--- src/rtl/se_sweep_if.sv ---
// se_sweep_if: control/status bundle between a sweep controller and its driver
// Signals: iTrig/iStop commands; iStartFreq/iStep/iDir/iNotes/iDuration sweep
// setup (latched on trigger); iRepeat extra passes when SE_SWEEP_REPEAT_EN is
// defined; oEnable/oFreq tone output; oBusy sequence active; oDone completion pulse.
// Modports: master drives commands and reads status, slave is the sweep block.
interface se_sweep_if #(
  parameter int FREQ_W = 16,
  parameter int DUR_W  = 32,
  parameter int CNT_W  = 8
) ();
  logic              iTrig;
  logic              iStop;
  logic [FREQ_W-1:0] iStartFreq;
  logic [FREQ_W-1:0] iStep;
  logic              iDir;
  logic [CNT_W-1:0]  iNotes;
  logic [DUR_W-1:0]  iDuration;
`ifdef SE_SWEEP_REPEAT_EN
  logic [3:0]        iRepeat;
`endif
  logic              oEnable;
  logic [FREQ_W-1:0] oFreq;
  logic              oBusy;
  logic              oDone;
  modport master (
    output iTrig, iStop, iStartFreq, iStep, iDir, iNotes, iDuration,
`ifdef SE_SWEEP_REPEAT_EN
    output iRepeat,
`endif
    input  oEnable, oFreq, oBusy, oDone
  );
  modport slave (
    input  iTrig, iStop, iStartFreq, iStep, iDir, iNotes, iDuration,
`ifdef SE_SWEEP_REPEAT_EN
    input  iRepeat,
`endif
    output oEnable, oFreq, oBusy, oDone
  );
endinterface

--- src/rtl/se_sweep.sv ---
// se_sweep: frequency sweep sequencer playing a run of saturating up/down notes
// Ports: iClock clock; iReset async active-high reset; bus (se_sweep_if.slave)
// carries trigger/stop, latched sweep setup and the tone/busy/done outputs.
// Option: define SE_SWEEP_REPEAT_EN to add bus.iRepeat (extra passes, 15 = loop).
module se_sweep #(
  parameter int FREQ_W     = 16,
  parameter int DUR_W      = 32,
  parameter int CNT_W      = 8,
  parameter int GAP_CYCLES = 0
) (
  input logic     iClock,
  input logic     iReset,
  se_sweep_if.slave bus
);
  typedef enum logic [1:0] {IDLE, PLAY, GAP} state_t;
  localparam int GW = GAP_CYCLES > 1 ? $clog2(GAP_CYCLES) : 1;
  localparam logic [GW-1:0] G_LAST = GW'(GAP_CYCLES > 0 ? GAP_CYCLES - 1 : 0);
  state_t            state, state_n;
  logic [FREQ_W-1:0] freq, freq_n, start_l, start_n, step_l, step_n;
  logic              dir_l, dir_n, done, done_n;
  logic [CNT_W-1:0]  notes_l, notes_n, ncnt, ncnt_n;
  logic [DUR_W-1:0]  dlast, dlast_n, dcnt, dcnt_n;
  logic [GW-1:0]     gcnt, gcnt_n;
  logic [3:0]        rep, rep_n, rep_in;
`ifdef SE_SWEEP_REPEAT_EN
  assign rep_in = bus.iRepeat;
`else
  assign rep_in = 4'd0;
`endif
  function automatic logic [FREQ_W-1:0] nxt(input logic [FREQ_W-1:0] f, input logic [FREQ_W-1:0] s, input logic up);
    logic [FREQ_W:0] sum;
    sum = {1'b0, f} + {1'b0, s};
    return up ? (sum[FREQ_W] ? '1 : sum[FREQ_W-1:0]) : (f < s ? '0 : f - s);
  endfunction
  always_comb begin
    state_n = state;
    freq_n  = freq;
    start_n = start_l;
    step_n  = step_l;
    dir_n   = dir_l;
    notes_n = notes_l;
    dlast_n = dlast;
    rep_n   = rep;
    ncnt_n  = ncnt;
    dcnt_n  = dcnt;
    gcnt_n  = gcnt;
    done_n  = 1'b0;
    if (bus.iStop) begin
      state_n = IDLE;
    end else if (bus.iTrig && bus.iNotes != '0) begin
      state_n = PLAY;
      freq_n  = bus.iStartFreq;
      start_n = bus.iStartFreq;
      step_n  = bus.iStep;
      dir_n   = bus.iDir;
      notes_n = bus.iNotes;
      dlast_n = bus.iDuration == '0 ? '0 : bus.iDuration - DUR_W'(1);
      rep_n   = rep_in;
      ncnt_n  = '0;
      dcnt_n  = '0;
    end else if (state == PLAY) begin
      dcnt_n = dcnt + DUR_W'(1);
      if (dcnt == dlast) begin
        dcnt_n = '0;
        gcnt_n = '0;
        if (ncnt != notes_l - CNT_W'(1)) begin
          ncnt_n  = ncnt + CNT_W'(1);
          freq_n  = nxt(freq, step_l, dir_l);
          state_n = GAP_CYCLES > 0 ? GAP : PLAY;
        end else if (rep != 4'd0) begin
          // 15 never counts down, so the sequence loops until stopped
          rep_n   = rep == 4'd15 ? rep : rep - 4'd1;
          ncnt_n  = '0;
          freq_n  = start_l;
          state_n = GAP_CYCLES > 0 ? GAP : PLAY;
        end else begin
          state_n = IDLE;
          done_n  = 1'b1;
        end
      end
    end else if (state == GAP) begin
      gcnt_n  = gcnt + GW'(1);
      state_n = gcnt == G_LAST ? PLAY : GAP;
    end
  end
  always_ff @(posedge iClock or posedge iReset) begin
    if (iReset) begin
      state   <= IDLE;
      freq    <= '0;
      start_l <= '0;
      step_l  <= '0;
      dir_l   <= 1'b0;
      notes_l <= '0;
      dlast   <= '0;
      rep     <= 4'd0;
      ncnt    <= '0;
      dcnt    <= '0;
      gcnt    <= '0;
      done    <= 1'b0;
    end else begin
      state   <= state_n;
      freq    <= freq_n;
      start_l <= start_n;
      step_l  <= step_n;
      dir_l   <= dir_n;
      notes_l <= notes_n;
      dlast   <= dlast_n;
      rep     <= rep_n;
      ncnt    <= ncnt_n;
      dcnt    <= dcnt_n;
      gcnt    <= gcnt_n;
      done    <= done_n;
    end
  end
  // outputs decode straight from state so async reset clears them at once
  assign bus.oEnable = state == PLAY;
  assign bus.oFreq   = state == PLAY ? freq : '0;
  assign bus.oBusy   = state != IDLE;
  assign bus.oDone   = done;
endmodule

--- src/flat_wrapper.sv ---
// flat-port wrapper written by rule: the top's interface ports become plain ports
module se_sweep_flat 
#(
  parameter int FREQ_W     = 16,
  parameter int DUR_W      = 32,
  parameter int CNT_W      = 8,
  parameter int GAP_CYCLES = 0
)
  (iClock, iReset, bus_iTrig, bus_iStop, bus_iStartFreq, bus_iStep, bus_iDir, bus_iNotes, bus_iDuration, bus_oEnable, bus_oFreq, bus_oBusy, bus_oDone);
  se_sweep_if #(.FREQ_W(FREQ_W), .DUR_W(DUR_W), .CNT_W(CNT_W)) bus_i ();
  input logic iClock;
  input logic iReset;
  input wire logic [$bits(bus_i.iTrig)-1:0] bus_iTrig;
  input wire logic [$bits(bus_i.iStop)-1:0] bus_iStop;
  input wire logic [$bits(bus_i.iStartFreq)-1:0] bus_iStartFreq;
  input wire logic [$bits(bus_i.iStep)-1:0] bus_iStep;
  input wire logic [$bits(bus_i.iDir)-1:0] bus_iDir;
  input wire logic [$bits(bus_i.iNotes)-1:0] bus_iNotes;
  input wire logic [$bits(bus_i.iDuration)-1:0] bus_iDuration;
  output wire logic [$bits(bus_i.oEnable)-1:0] bus_oEnable;
  output wire logic [$bits(bus_i.oFreq)-1:0] bus_oFreq;
  output wire logic [$bits(bus_i.oBusy)-1:0] bus_oBusy;
  output wire logic [$bits(bus_i.oDone)-1:0] bus_oDone;
  assign bus_i.iTrig = bus_iTrig;
  assign bus_i.iStop = bus_iStop;
  assign bus_i.iStartFreq = bus_iStartFreq;
  assign bus_i.iStep = bus_iStep;
  assign bus_i.iDir = bus_iDir;
  assign bus_i.iNotes = bus_iNotes;
  assign bus_i.iDuration = bus_iDuration;
  assign bus_oEnable = bus_i.oEnable;
  assign bus_oFreq = bus_i.oFreq;
  assign bus_oBusy = bus_i.oBusy;
  assign bus_oDone = bus_i.oDone;
  se_sweep #(.FREQ_W(FREQ_W), .DUR_W(DUR_W), .CNT_W(CNT_W), .GAP_CYCLES(GAP_CYCLES)) u_core (.iClock(iClock), .iReset(iReset), .bus(bus_i));
endmodule
--- config.mk ---
export PLATFORM = sky130hd
export DESIGN_NAME = se_sweep_flat
export DESIGN_NICKNAME = d
export VERILOG_FILES = /design/src/rtl/se_sweep_if.sv /design/src/rtl/se_sweep.sv /design/src/flat_wrapper.sv
export SDC_FILE = /design/constraint.sdc
export NUM_CORES = 1
export LEC_CHECK = 0
export CAP_MARGIN = 15
export CORE_ASPECT_RATIO = 2
export CORE_MARGIN = 8
export CORE_UTILIZATION = 25
export CTS_BUF_LIST = sky130_fd_sc_hd__clkbuf_2 sky130_fd_sc_hd__clkbuf_4 sky130_fd_sc_hd__clkbuf_8
export CTS_CLUSTER_DIAMETER = 100
export DETAILED_ROUTE_END_ITERATION = 10
export SLEW_MARGIN = 5
export SYNTH_ARGS = -nofsm -noshare
export SYNTH_HDL_FRONTEND = slang
export SYNTH_SLANG_ARGS = --single-unit
--- constraint.sdc ---
create_clock -name iClock -period 5.5 [get_ports iClock]
set_input_delay 1.1 -clock iClock [delete_from_list [all_inputs] [get_ports iClock]]
set_output_delay 1.1 -clock iClock [all_outputs]
set_load 0.005 [all_outputs]
==> results.sh, run 1 <==
export IMPL_die_area_um2=42500
export IMPL_irDropWorstVdd_mv=0.157
export IMPL_cts_inserted_buffers=17
export IMPL_n_fill_cell=3785
export IMPL_status="finished, final reports clean"
export IMPL_cts_tree="built"
export IMPL_multi_input_area_um2=5160
export IMPL_rr_endpoint="u_core.freq[9]$_DFFE_PP0P_"
export IMPL_hold_class="reg -> reg"
export IMPL_max_freq_mhz=279
export IMPL_fin_ws_ns=1.92
export IMPL_synth_area_um2=8960
export IMPL_slew_viol_final=0
export IMPL_regArea_um2=3430
export IMPL_synth_edf_count=0
export IMPL_vias=7936
export IMPL_ctsHoldBuffers=0
export IMPL_cts_resized=0
export IMPL_clkTransAtPathRegs_ns=0.07
export IMPL_vias_per_cell=4.93
export IMPL_rsz0062_at_grt="no"
export IMPL_finalPower_uw=3490
export IMPL_start_util=0.252
export IMPL_path_max_fanout=30
export IMPL_yosysSeqAreaShare=0.382
export IMPL_grt_max_degree=72
export IMPL_drt_initial_drc_count=318
export IMPL_min_period_over_period=0.651
export IMPL_hold_viol_final=0
export IMPL_min_path_cells=2
export IMPL_min_to="u_core.start_l[15]$_DFFE_PP0P_"
export IMPL_instances_no_fill=1611
export IMPL_layout_common_cells="180 x nand2_1, 137 x dfrtp_1, 101 x nor2_1"
export IMPL_io_buffer_count=95
export IMPL_final_common_cell="nand2_1"
export IMPL_worst_setup_path_type="in -> reg"
export IMPL_core_um2=35600
export IMPL_num_nets_final=1268
export IMPL_holdWs_ns=0.479
export IMPL_cts_root_buf="clkbuf_8"
export IMPL_synthSimpleGateAreaFrac=0.229
export IMPL_synth_ff_type="dfrtp_1"
export IMPL_grt_pass1_vias=8365
export IMPL_yosysWarnings=0
export IMPL_dieHeight_um=284
export IMPL_synth_top_area_cell="dfrtp_1"
export IMPL_globalplace_congestion=0.851
export IMPL_reg2reg_from="u_core.freq[2]$_DFFE_PP0P_"
export IMPL_synth_top_family_by_area="simple AND/OR/NAND/NOR gates"
export IMPL_die_w_um=150
export IMPL_fin_skew_ns=0.0190
export IMPL_r2r_cells=9
export IMPL_clock_sinks=137
export IMPL_clk_path_buf_depth=2
export IMPL_start_kind="input pin"
export IMPL_arrival_ns=3.94
export IMPL_antenna_found_initial=1
export IMPL_pre_cts_slack_ns=1.35
export IMPL_path_delay_family="simple AND/OR/NAND/NOR gates"
export IMPL_setup_violations_final=0
export IMPL_grt_overflow_total=0
export IMPL_path_buf_inv=2
export IMPL_cp_data_required_time_ns=5.86
export IMPL_syn_to_final_growth_pct=20.6
export IMPL_maxSlewHeadroom=0.405
export IMPL_yosys_top_cells_area="dfrtp_1 38%, nand2_1 7.5%, xnor2_1 6.0%"
export IMPL_clk_latency_ns=0.50
export IMPL_first_pass_iters=4
export IMPL_finalWirelength_um=28400
export IMPL_synthXorXnorAreaFrac=0.0928
export IMPL_cpPeakStageDelay_ns=0.47
export IMPL_rows=98
export IMPL_synth_fa_ha_area_frac=0.0631
export IMPL_startpoint="bus_iDuration[5]"
export IMPL_routedWlPerCell_um=17.6
export IMPL_maxCapViolCount=0
export IMPL_io_pins=96
export IMPL_avgSynthCellArea_um2=8.36
export IMPL_drc=0
export IMPL_async_flop_share=1.00
export IMPL_syn_instance_count=1072
export IMPL_drive_gt1_frac=0.0552
export IMPL_synth_seq_cells=137
export IMPL_hp_start="u_core.start_l[15]$_DFFE_PP0P_"
export IMPL_rrSetupSlack_ns=2.03
export IMPL_synth_compound_area_frac=0.177
export IMPL_syn_nets=1193
export IMPL_htreeDepth=4
export IMPL_crit_slowest_cell="clkdlybuf4s50_1"
export IMPL_tightest_slew_ns=0.893
export IMPL_endpoint_kind="flop"
export IMPL_synth_top_area_frac=0.382
export IMPL_muxShareOfSynthArea=0.0126
export IMPL_tns_ns=0
export IMPL_synthDistinctLibCells=72
export IMPL_period_minus_slack_ns=3.58
export IMPL_grt_pass1_wl_um=45000
export IMPL_ant_nets=0
export IMPL_power_leakage_uw=0.00450
export IMPL_post_cts_buffers=0
export IMPL_hpwlAfterDp_um=22200
export IMPL_pwr_density_cell_nw_per_um2=323
export IMPL_grt_use_total=0.138
export IMPL_path_cells="clkdlybuf4s50_1 -> nor4_2 -> nor4b_2 -> nand3_1 -> or3_1 -> nor2_2 -> nand2_1 -> o21ai_1 -> buf_4 -> o21ai_0"
export IMPL_dp_cells=1577
## sequential cells by signal (all words and copies together), names as in the netlist
register / count
u_core.dcnt: 32
u_core.dlast: 32
u_core.freq: 16
u_core.start_l: 16
u_core.step_l: 16
u_core.ncnt: 8
u_core.notes_l: 8
u_core.rep: 4
u_core.state: 2
u_core.bus.oDone: 1
u_core.dir_l: 1
u_core.gcnt: 1
## cells by family after synthesis
| kind of cell | after synthesis |
|---|---|
| muxes | 11 |
| xor gates and xnor gates | 95 |
| AOI/OAI and AO/OA | 248 |
| and+or+nand+nor | 439 |
| buffers and inverters | 98 |
| adders and majority gates | 44 |
| DFF | 137 |
## worst register-to-register path, delay by kind of cell (launching register included)
| family | cells | cell delay [ns] |
|---|---|---|
| AOI/OAI and AO/OA | 6 | 1.86 |
| adders and majority gates | 1 | 0.41 |
| and+or+nand+nor | 2 | 0.64 |
| DFF | 1 | 0.47 |
## through the flow
stage               instance area, µm²  utilization
finish                           10800        0.304
CTS                              10800        0.304
detailed placement               10400        0.292
global placement                 10400        0.292
floorplan                         8960            -
global route                     10800        0.304
## Yosys cell counts, drive strengths merged, types with 12 or more instances
| library cell | instances |
|---|---|
| buf | 13 |
| nor4 | 12 |
| xnor2 | 61 |
| a21o | 13 |
| nand3 | 23 |
| nand2 | 180 |
| ha | 42 |
| and2 | 20 |
| o21ai | 96 |
| dfrtp | 137 |
| o31ai | 15 |
| or3 | 12 |
| nor2 | 103 |
| clkbuf | 40 |
| xor2 | 34 |
| inv | 45 |
| nand4 | 22 |
| a21oi | 50 |
| nor3 | 20 |
## layer usage
| metal | up-vias | routed length, µm | global-route usage |
|---|---|---|---|
| met1 | 3796 | 9710 | 0.126 |
| met4 | 0 | 2040 | 0.111 |
| li1 | 3867 | - | - |
| met3 | 81 | 776 | 0.0172 |
| met5 | - | 0 | 0 |
| met2 | 192 | 15900 | 0.261 |
## power by group
part           switching, µW  total [µW]  internal, µW
Sequential               135        1270          1130
Combinational            769        1300           536
Clock                    451         921           470
Total                   1350        3490          2140
## worst max-delay path by stage
stage                                         endpoint  slack [ns]  cells past startpoint
final                     u_core.dlast[23]$_DFFE_PP0P_        1.92                     10
after global routing      u_core.dlast[31]$_DFFE_PP0P_        1.68                      9
after CTS                  u_core.freq[11]$_DFFE_PP0P_        1.61                     12
after detailed placement  u_core.dlast[31]$_DFFE_PP0P_        1.35                      9
after global placement    u_core.dlast[31]$_DFFE_PP0P_        1.31                      9
after floorplan             u_core.bus.oDone$_DFF_PP0_        0.73                      1
## layout make-up
class | count | area share
repair buffers | 109 | 0.0977
clock buffers | 19 | 0.0236
flip-flops and latches | 137 | 0.317
multi-input cells | 837 | 0.478
clock inverters | 13 | 0.0156
well taps | 450 | 0.0521
diodes | 1 | 0.000231
inverters | 45 | 0.0161
(Power assumes the default switching activity.)
==> run 2: changes to the inputs <==
==> constraint.sdc (replaced) <==
create_clock -name iClock -period 3.2 [get_ports iClock]
set_input_delay 0.64 -clock iClock [delete_from_list [all_inputs] [get_ports iClock]]
set_output_delay 0.64 -clock iClock [all_outputs]
set_load 0.005 [all_outputs]
==> run 2 against run 1 <==
Die area unchanged. Via count increased by 3.2%. Hold slack improved by 0.0057 ns. First-iteration DRC count increased by 6.0%. Design area increased by 4.5%. Sequential power increased by 71%. Combinational power increased by 82%. Non-clock buffer count increased by 48. Critical endpoint is now u_core.freq[11]$_DFFE_PP0P_. Largest power group unchanged. Highest routed layer unchanged.
==> results.sh, run 2 (synthesized netlist as in run 1, its figures left out) <==
export IMPL_final_common_cell="nand2_1"
export IMPL_maxCapViolCount=0
export IMPL_grt_overflow_total=0
export IMPL_tightest_slew_ns=0.998
export IMPL_io_buffer_count=95
export IMPL_syn_to_final_growth_pct=26.0
export IMPL_antenna_found_initial=2
export IMPL_grt_pass1_vias=8573
export IMPL_maxSlewHeadroom=0.333
export IMPL_core_um2=35600
export IMPL_r2r_cells=12
export IMPL_hpwlAfterDp_um=23100
export IMPL_drc=0
export IMPL_vias=8187
export IMPL_dieHeight_um=284
export IMPL_fin_skew_ns=0.0187
export IMPL_instances_no_fill=1660
export IMPL_routedWlPerCell_um=17.3
export IMPL_finalPower_uw=6220
export IMPL_grt_use_total=0.139
export IMPL_ant_nets=0
export IMPL_globalplace_congestion=0.930
export IMPL_endpoint_kind="flop"
export IMPL_cpPeakStageDelay_ns=0.42
export IMPL_die_w_um=150
export IMPL_pwr_density_cell_nw_per_um2=551
export IMPL_path_max_fanout=10
export IMPL_max_freq_mhz=326
export IMPL_htreeDepth=4
export IMPL_hold_class="reg -> reg"
export IMPL_cts_root_buf="clkbuf_8"
export IMPL_io_pins=96
export IMPL_finalWirelength_um=28700
export IMPL_ctsHoldBuffers=0
export IMPL_start_util=0.252
export IMPL_worst_setup_path_type="reg -> reg"
export IMPL_path_delay_family="compound AO/OA/AOI/OAI gates"
export IMPL_drive_gt1_frac=0.0953
export IMPL_arrival_ns=3.43
export IMPL_reg_largest_list="u_core.dcnt (32), u_core.dlast (32)"
export IMPL_period_minus_slack_ns=3.06
export IMPL_hold_viol_final=0
export IMPL_first_pass_iters=6
export IMPL_cp_data_required_time_ns=3.57
export IMPL_clk_latency_ns=0.49
export IMPL_fin_ws_ns=0.137
export IMPL_clock_sinks=137
export IMPL_irDropWorstVdd_mv=0.300
export IMPL_cts_tree="built"
export IMPL_layout_common_cells="180 x nand2_1, 136 x dfrtp_1, 100 x nor2_1"
export IMPL_power_leakage_uw=0.00477
export IMPL_die_area_um2=42500
export IMPL_rsz0062_at_grt="no"
export IMPL_grt_pass1_wl_um=45600
export IMPL_drt_initial_drc_count=337
export IMPL_setup_violations_final=0
export IMPL_placed_cell_area_um2=10800
export IMPL_num_nets_final=1316
export IMPL_start_kind="flop"
export IMPL_path_cells="inv_1 -> ha_1 -> inv_1 -> fa_1 -> a21o_1 -> a21o_1 -> a21oi_4 -> a21oi_1 -> o21a_1 -> a221o_1 -> a21oi_1 -> o31ai_1"
export IMPL_rr_endpoint="u_core.freq[11]$_DFFE_PP0P_"
export IMPL_reg2reg_from="u_core.freq[0]$_DFFE_PP0P_"
export IMPL_grt_max_degree=38
export IMPL_min_path_cells=2
export IMPL_rows=98
export IMPL_min_to="u_core.start_l[3]$_DFFE_PP0P_"
export IMPL_status="finished, final reports clean"
export IMPL_min_period_over_period=0.957
export IMPL_clkTransAtPathRegs_ns=0.08
export IMPL_dp_cells=1626
export IMPL_rrSetupSlack_ns=0.14
export IMPL_clk_path_buf_depth=2
export IMPL_pre_cts_slack_ns=-0.0550
export IMPL_vias_per_cell=4.93
export IMPL_slew_viol_final=0
export IMPL_cts_inserted_buffers=17
export IMPL_path_buf_inv=2
export IMPL_hp_start="u_core.start_l[3]$_DFFE_PP0P_"
export IMPL_postLayoutCellArea_um2=11300
export IMPL_crit_slowest_cell="dfrtp_1"
-- run 2: how the worst max path moves through the flow --
stage,start,to,slack (ns),cells after the start
after detailed placement,bus_iNotes[5],u_core.dlast[21]$_DFFE_PP0P_,-0.06,9
after CTS,u_core.freq[0]$_DFFE_PP0P_,u_core.freq[0]$_DFFE_PP0P_,0.008,14
after global placement,bus_iDuration[5],u_core.dlast[30]$_DFFE_PP0P_,0.03,9
after floorplan,bus_iDuration[5],u_core.dlast[30]$_DFFE_PP0P_,0.47,8
after global routing,u_core.freq[2]$_DFFE_PP0P_,u_core.freq[9]$_DFFE_PP0P_,0.04,10
final,u_core.freq[0]$_DFFE_PP0P_,u_core.freq[11]$_DFFE_PP0P_,0.14,12
-- run 2: power by group --
group          total, µW  internal [µW]  switching (µW)
clock               1690            975             718
combinational       2360           1010            1350
sequential          2170           1950             220
total               6220           3930            2290
-- run 2: layout make-up --
cell class                 count  area (µm²)
tap                          450         563
timing repair buffer         157        1480
antenna                        3        7.51
inverter                      45         173
sequential                   137        3430
fill                        3773       24300
clock buffer                  20         269
clock inverter                11         193
multi-input combinational    837        5180
-- run 2: worst min-delay path, cell delays in order (launching register included) --
cell     delay [ns]
dfrtp_1        0.35
nand2_1        0.05
nand2_1        0.06
-- run 2: what timing repair did --
action	in CTS	in global routing
buffers inserted	0	0
endpoints found under the hold margin	0	0
gates resized for setup	0	5
endpoints found under the setup margin	0	15
-- run 2: through the flow --
step           utilization  hold slack (ns)  setup TNS [ns]
6_report             0.318            0.484               0
5_1_grt              0.318            0.509               0
4_1_cts              0.317            0.485               0
3_5_place_dp         0.304            0.465          -0.516
3_3_place_gp         0.304            0.458               0
2_1_floorplan            -            0.446               0
-- run 2: per-layer routing --
layer | track usage | part of all wire
met3 | 0.0216 | 0.038
met1 | 0.123 | 0.33
met4 | 0.0907 | 0.049
met2 | 0.277 | 0.58
met5 | 0 | 0
==> RTL edit, RTL diff (config.mk and constraints of run 1) <==
The 3 states of `state_t` get a one-hot encoding in 3 bits.
--- a/src/rtl/se_sweep.sv
+++ b/src/rtl/se_sweep.sv
@@ -12,7 +12,7 @@
   input logic     iReset,
   se_sweep_if.slave bus
 );
-  typedef enum logic [1:0] {IDLE, PLAY, GAP} state_t;
+  typedef enum logic [2:0] {IDLE = 3'b001, PLAY = 3'b010, GAP = 3'b100} state_t;
   localparam int GW = GAP_CYCLES > 1 ? $clog2(GAP_CYCLES) : 1;
   localparam logic [GW-1:0] G_LAST = GW'(GAP_CYCLES > 0 ? GAP_CYCLES - 1 : 0);
   state_t            state, state_n;
Formal check against the unedited RTL: no difference found for any inputs over 4 cycles, from zero or initial values and one cycle with iReset high; so few cycles prove little.
==> RTL edit against run 1 <==
Sequential power about the same. Cell count decreased by 0.56%. Global-route usage decreased by 0.45 points. Worst setup slack got worse by 330 ps. Area after synthesis increased by 0.17%. Total power decreased by 5.2%. Clock power decreased by 15%. Sequential cell count increased by 1. Wire length decreased by 2.4%. Utilization about the same. Worst hold slack improved by 2.4 ps. Cell area decreased by 0.12%.
==> RTL edit: results (changes against run 1) <==
netlist_top_cells_area: "dfrtp_1 (38%), nand2_1 (6.9%), xor2_1 (6.4%), ha_1 (5.4%), o21ai_0 (5.1%)"
use_met2_pct: 26.3  # +0.15 points
synthAdderAreaFrac_pct: 5.88  # -0.43 points
gr-usage-met1_pct: 12.3  # -0.32 points
ff2ff_setup_slack_ps: 1590  # -440 ps
hold_slack_ps: 481  # +2.35 ps
synthTopCellsByCount: "nand2_1 (165), dfrtp_1 (137), o21ai_0 (91), nor2_1 (85), xor2_1 (66)"
crit_arrival_ps: 4270  # +330 ps
max_stage_delay_ps: 610  # +140 ps
fin_crit_sh_pct: 71.1  # +6.0 points
worstSetupPathType: "flop to flop"
nets: 1256  # -0.95%
status: "complete, no violations"
grtUsageTotal_pct: 13.3  # -0.45 points
dp_hpwl_um: 21300  # -4.3%
ir_drop_uv: 165  # +5.0%
post-place-ws_ps: 1100  # -252 ps
dp_cells: 1568  # -0.57%
slew_headroom_pct: 37.9  # -2.6 points
yosysUniqueCellTypes: 67  # -6.9%
synthXorXnorAreaFrac_pct: 9.07  # -0.21 points
place_area_um2: 10400  # +0.36%
gr-usage-met3_pct: 1.95  # +0.22 points
min_to: "u_core.start_l[10]"
grt_max_degree: 69  # -4.2%
critical_path.slowest_cell: "o311ai_1"
ys_seq_area_share_pct: 38.5  # +0.23 points
gp_congestion: 0.898  # +5.4%
r2r-start: "u_core.freq[0]"
grt_pass1_vias: 8242  # -1.5%
num_vias: 7973  # +0.47%
io_buffers: 95  # unchanged
layout-drive-gt1-share_pct: 6.34  # +0.83 points
synth_compound_area_share_pct: 17.8  # +0.17 points
synth.mux.area_fraction_pct: 0.808  # -0.45 points
grt_pass1_wl_um: 44000  # -2.3%
r2r_cells: 12  # +3
first_iter_violations: 392  # +23%
async_flop_share_pct: 100  # unchanged
cpLargestDelayFamily: "compound AO/OA/AOI/OAI gates"
dr.pass1.iters: 5  # +1
power_leakage_nw: 4.67  # +3.7%
hold_start: "u_core.start_l[10]"
crit_fanout: 11  # -63%
fin_worst_skew_ps: 23.5  # +4.57 ps
r2r-end: "u_core.freq[11]"
wire_per_inst_um: 17.3  # -1.9%
[RTL edit: changes by cell type in the layout (fill, tap and decap cells not counted), moves of 10 or more]
cell     change
xnor2_1     -34
xor2_1      +32
nor2_1      -17
nand2_1     -15
o22ai_1     +14
a21oi_1     -13
and3_1      +11
a22o_1      +10
[RTL edit: power by group]
group          switching, mW  internal (mW)
registers              0.132           1.14
clock network          0.450          0.336
logic                  0.734          0.522
[RTL edit: area by class of cell]
class,instances,area (um2),area share (%)
diodes,1,2.50,0.0232
clock buffers,20,263,2.43
clock inverters,12,91.3,0.846
inverters,49,189,1.75
multi-input cells,825,5170,47.9
flip-flops and latches,138,3450,32.0
well taps,450,563,5.21
repair buffers,107,1060,9.83
[RTL edit: layer usage]
metal / vias up / routed length, um / share of wire (%)
li1: 3896 / - / -
met1: 3805 / 9670 / 35
met2: 209 / 15800 / 57
met3: 63 / 990 / 3.6
met4: 0 / 1250 / 4.5
met5: - / 0 / 0
